$ cat src/rtl/stage_seq_ctrl.sv
// Sequencer that loads a six-stage one-hot clock generator, checks each advance, and counts full passes.
// Latency: start follows an accepted go by one edge; done/err follow the deciding cycle by one edge.
// No backpressure: go is ignored while busy, in DONE, and during reset; faults park the FSM in ERR.
module stage_seq_ctrl (
  input  logic       clk,
  input  logic       rst,
  input  logic       go,
  input  logic [3:0] n_passes,
  input  logic [5:0] stage_in,
  output logic       start,
  output logic       shift,
  output logic       busy,
  output logic       done,
  output logic       err,
  output logic [3:0] pass_cnt
);

  typedef enum logic [2:0] {
    IDLE      = 3'd0,
    ARM       = 3'd1,
    WAIT_LOAD = 3'd2,
    RUN       = 3'd3,
    DONE      = 3'd4,
    ERR       = 3'd5
  } state_t;

  localparam logic [5:0] STAGE_FIRST = 6'b000001;
  localparam logic [5:0] STAGE_LAST  = 6'b100000;
  localparam logic [3:0] LOAD_LIMIT  = 4'd15;

  state_t     state, state_n;
  logic [5:0] exp_stage, exp_stage_n;
  logic [3:0] tmo, tmo_n;
  logic [3:0] n_lat, n_lat_n;
  logic       start_n, shift_n, busy_n, done_n, err_n;
  logic [3:0] pass_cnt_n;
  logic [3:0] pass_inc;

  assign pass_inc = pass_cnt + 4'd1;

  // Next-state and next-output decode; every output is registered below.
  always_comb begin
    state_n     = state;
    exp_stage_n = exp_stage;
    tmo_n       = tmo;
    n_lat_n     = n_lat;
    start_n     = 1'b0;
    shift_n     = shift;
    busy_n      = busy;
    done_n      = 1'b0;
    err_n       = err;
    pass_cnt_n  = pass_cnt;

    case (state)
      IDLE, ERR: begin
        if (go) begin
          state_n    = ARM;
          n_lat_n    = (n_passes == 4'd0) ? 4'd1 : n_passes;
          pass_cnt_n = 4'd0;
          err_n      = 1'b0;
          busy_n     = 1'b1;
          start_n    = 1'b1;
          shift_n    = 1'b0;
        end
      end
      ARM: begin
        // Generator sees start during this cycle and presents stage 0 next cycle.
        tmo_n   = 4'd0;
        state_n = WAIT_LOAD;
      end
      WAIT_LOAD: begin
        if (stage_in == STAGE_FIRST) begin
          shift_n     = 1'b1;
          exp_stage_n = STAGE_FIRST;
          state_n     = RUN;
        end else if (stage_in != 6'b000000 || tmo == LOAD_LIMIT) begin
          state_n = ERR;
          err_n   = 1'b1;
          shift_n = 1'b0;
          busy_n  = 1'b0;
        end else begin
          tmo_n = tmo + 4'd1;
        end
      end
      RUN: begin
        if (stage_in != exp_stage) begin
          state_n = ERR;
          err_n   = 1'b1;
          shift_n = 1'b0;
          busy_n  = 1'b0;
        end else begin
          exp_stage_n = {exp_stage[4:0], exp_stage[5]};
          if (exp_stage == STAGE_LAST) begin
            pass_cnt_n = pass_inc;
            if (pass_inc == n_lat) begin
              shift_n = 1'b0;
              busy_n  = 1'b0;
              done_n  = 1'b1;
              state_n = DONE;
            end
          end
        end
      end
      DONE: begin
        // go arriving here is dropped; a fresh go is needed from IDLE.
        state_n = IDLE;
      end
      default: begin
        state_n = IDLE;
      end
    endcase
  end

  // State, bookkeeping and output registers with synchronous reset.
  always_ff @(posedge clk) begin
    if (rst) begin
      state     <= IDLE;
      exp_stage <= STAGE_FIRST;
      tmo       <= 4'd0;
      n_lat     <= 4'd1;
      start     <= 1'b0;
      shift     <= 1'b0;
      busy      <= 1'b0;
      done      <= 1'b0;
      err       <= 1'b0;
      pass_cnt  <= 4'd0;
    end else begin
      state     <= state_n;
      exp_stage <= exp_stage_n;
      tmo       <= tmo_n;
      n_lat     <= n_lat_n;
      start     <= start_n;
      shift     <= shift_n;
      busy      <= busy_n;
      done      <= done_n;
      err       <= err_n;
      pass_cnt  <= pass_cnt_n;
    end
  end

endmodule
$ cat config.mk
export PLATFORM = sky130hd
export DESIGN_NAME = stage_seq_ctrl
export DESIGN_NICKNAME = d
export VERILOG_FILES = /design/src/rtl/stage_seq_ctrl.sv
export SDC_FILE = /design/constraint.sdc
export NUM_CORES = 1
export LEC_CHECK = 0
export ABC_AREA = 1
export CORE_UTILIZATION = 53
export DETAILED_ROUTE_END_ITERATION = 10
export PLACE_DENSITY = 0.78
export SLEW_MARGIN = 20
export SYNTH_ARGS = -nofsm -noshare
export SYNTH_HDL_FRONTEND = slang
export SYNTH_SLANG_ARGS = --single-unit
$ cat constraint.sdc
create_clock -name clk -period 2 [get_ports clk]
set_clock_uncertainty 0.05 [all_clocks]
set_input_delay 0.3 -clock clk [delete_from_list [all_inputs] [get_ports clk]]
set_output_delay 0.3 -clock clk [all_outputs]
set_load 0.02 [all_outputs]
==> results.yml <==
cts:
  cts_buffers: 3
  cts-resized-gates: 0
  cts-root-buf: "clkbuf_4"
  clkSinkCount: 26
  cts_tree: "yes"
  cts_buffer_depth: 2
  insertion_delay_ns: 0.31
  post_cts_buffers: 0
  ctsHoldBuffers: 0
  htreeDepth: 1
  clkTransAtPathRegs_ns: 0.13
synthesis:
  synth_fp_nets: 248
  yosys.area_share.simple_pct: 45.4
  synth_xor_xnor_area_share_pct: 0.576
  synth_compound_gate_area_share_pct: 9.38
  syn_area_per_cell_sq_um: 6.52
  synth_fa_ha_area_share_pct: 1.65
  synth_largest_area_cell: "dfxtp_1"
  synth.area.mux_share_pct: 0
  synth.distinct_cells: 28
  synth_top_family_by_area: "simple AND/OR/NAND/NOR gates"
  yosysSeqAreaShare_pct: 34.2
  ys_warn_count: 0
  ys_seq_elements: 26
  postSynthCellCount: 233
  synth_top_area_share_pct: 34.2
  synthTopCellsByArea: "dfxtp_1, nand2_1, nor2_1, inv_1, nand3_1"
  synthesis.area_sq_um: 1520
layout:
  antenna_cells: 0
  multi_input_area_sq_um: 867
  final_nets: 273
  final_util_pct: 65.5
  nFillCells: 274
  regArea_sq_um: 520
  layout-drive-gt1-share_pct: 12.9
  instances_no_fill: 287
  syn_to_final_growth_pct: 17.8
routing:
  routed.top_layer: "met4"
  drt_wl_total_um: 3100
  wl_met3_um: 61
  drt_iter0_drc: 52
  drc: 0
  wl_met1_um: 1490
  drtAntennaViolNets: 0
  dr_total_vias: 1472
  wl_per_cell_um: 10.8
  wl_met2_um: 1510
  viasPerCell: 5.13
  firstDrtPassIters: 4
global_routing:
  antenna_found_initial: 0
  grt_pass1_vias: 1341
  grt_first_pass_wirelength_um: 5590
  grt_usage_pct: 22.4
  grt_max_degree: 16
  grt-ovfl-total: 0
sta:
  max_clock_freq_ghz: 0.545
  worst_slew_pin_slew_ns: 0.424
  slew_headroom_pct: 71.7
  timing.setup.tns_ns: 0
  final-hold-violation-count: 0
  rsz0062_at_grt: "no"
  setup_viol: 0
  period_share_pct: 91.8
  report.final.slew_viol_count: 0
  fin_crit_ns: 1.84
setup_path:
  cp-end-kind: "primary output"
  worst-path-buf-inv: 1
  path_depth: 1
  r2r_slack_ns: 0.19
  arrival_ns: 1.49
  critical_path.max_fanout: 8
  cp_top_family: "buffers and inverters"
  startpoint_type: "register"
  r2r-end: "state[2]$_SDFFE_PP0P_"
  worstPathCellList: "clkdlybuf4s50_1"
  crit_type: "register to primary output"
  reg2regPathDepth: 10
  cpPeakStageDelay_ns: 0.67
  r2r-start: "pass_cnt[0]$_SDFFE_PP0P_"
  crit_required_ns: 1.65
  cp_slowest_cell: "clkdlybuf4s50_1"
min_path:
  whs_path_depth: 2
  hp-start: "n_lat[3]$_SDFFE_PP0P_"
  min_to: "n_lat[3]$_SDFFE_PP0P_"
  hp-class: "register to register"
place:
  dpl.hpwl_um: 2410
  portBuffers: 21
  globalplace.congestion: 0.849
  place_inst: 284
power_and_ir_drop:
  finalPower_mw: 1.70
  p_int_mw: 0.975
  seqPwrFrac_pct: 39.5
  comb_power_share_pct: 47.9
  clock_power_share_pct: 12.7
  p_leak_nw: 0.794
  cellPowerDensity_nw_per_um2: 949
  ir_drop_v: 0.00108
  swShare_pct: 42.6
  power_switching_mw: 0.723
floorplanning:
  die_w_um: 55.6
  die_h_um: 55.6
  rows: 19
  core_sq_um: 2730
  initial_core_util_pct: 55.6
  die_area_sq_um: 3090
  ios: 22
run:
  maxCapViolations: 0
outcome:
  status: "completed"
[layout make-up]
cell class / instances / share of cell area, %
tap: 31 / 2.17
multi-input combinational: 172 / 48.4
sequential: 26 / 29.1
inverter: 33 / 6.92
timing repair buffer: 22 / 12.2
clock buffer: 3 / 1.26
[cells in the mapped netlist]
| library cell | n |
|---|---|
| nand2_1 | 65 |
| nor2_1 | 30 |
| dfxtp_1 | 26 |
| inv_1 | 25 |
| nand3_1 | 17 |
| a21oi_1 | 16 |
| inv_2 | 8 |
| nand4_1 | 5 |
| nor2_2 | 5 |
| o21ai_0 | 5 |
| nand2_2 | 4 |
| nand2_4 | 4 |
| nand3_2 | 3 |
| nor3_1 | 3 |
| o21ai_1 | 3 |
| ha_1 | 2 |
| buf_2 | 1 |
| clkbuf_1 | 1 |
| nand3_4 | 1 |
| nor2_4 | 1 |
| nor2_8 | 1 |
| nor3_2 | 1 |
| nor4_1 | 1 |
| o211ai_1 | 1 |
| o21ai_2 | 1 |
| o22ai_1 | 1 |
| or2_0 | 1 |
| xnor2_1 | 1 |
[cells in the final DEF, fill, tap and decap left out, types with 2 or more instances in the layout]
cell,count
inv_1,25
nand4_1,5
nor2_1,30
nand3_1,17
nand2_1,65
inv_2,8
a21oi_1,16
ha_1,2
o21ai_0,5
dfxtp_1,26
clkdlybuf4s50_1,21
nand3_2,3
nand2_4,4
clkbuf_4,3
nor3_1,3
nor2_2,5
nand2_2,4
o21ai_1,3
[flip-flops by register name (all words and copies together) (netlist names)]
name	cells
busy	1
shift	1
tmo	4
start	1
done	1
err	1
n_lat	4
state	3
exp_stage	6
pass_cnt	4
[metrics by stage]
step | instance area, sq um | hold slack (ns) | setup WS [ns]
final | 1790 | 0.433 | 0.164
after detailed placement | 1770 | 0.416 | 0.0605
after global routing | 1790 | 0.459 | 0.0120
after floorplan | 1520 | 0.395 | 0.319
after CTS | 1790 | 0.435 | 0.150
after global placement | 1770 | 0.416 | 0.0778
[routing by layer]
metal | vias up | GRT usage, %
met5 | - | 0
met4 | 0 | 7.50
met3 | 5 | 2.11
met2 | 17 | 37.5
met1 | 660 | 30.1
li1 | 790 | -
[kinds of logic after synthesis]
kind of cell	count (synthesis)
compound gates	27
flops	26
xor+xnor	1
fa+ha+maj	2
buf+inv	35
simple gates	142
[power groups by stage]
stage / Clock [mW] / Combinational [mW] / Sequential, mW
6_report: 0.215 / 0.813 / 0.670
5_1_grt: 0.243 / 0.927 / 0.676
4_1_cts: 0.223 / 0.821 / 0.668
3_5_place_dp: 0 / 0.811 / 0.680
3_3_place_gp: 0 / 0.808 / 0.679
2_1_floorplan: 0 / 0.583 / 0.705
[how the worst max path moves through the flow]
stage	from	end	slack [ns]
after global placement	stage_in[1]	busy$_SDFFE_PP0P_	0.08
after detailed placement	stage_in[1]	exp_stage[0]$_SDFFE_PP1P_	0.06
after global routing	pass_cnt[0]$_SDFFE_PP0P_	state[2]$_SDFFE_PP0P_	0.01
after floorplan	pass_cnt[0]$_SDFFE_PP0P_	state[2]$_SDFFE_PP0P_	0.32
after CTS	pass_cnt[0]$_SDFFE_PP0P_	pass_cnt[0]	0.15
final	pass_cnt[0]$_SDFFE_PP0P_	pass_cnt[0]	0.16
Power figures use the tool's default switching activity.
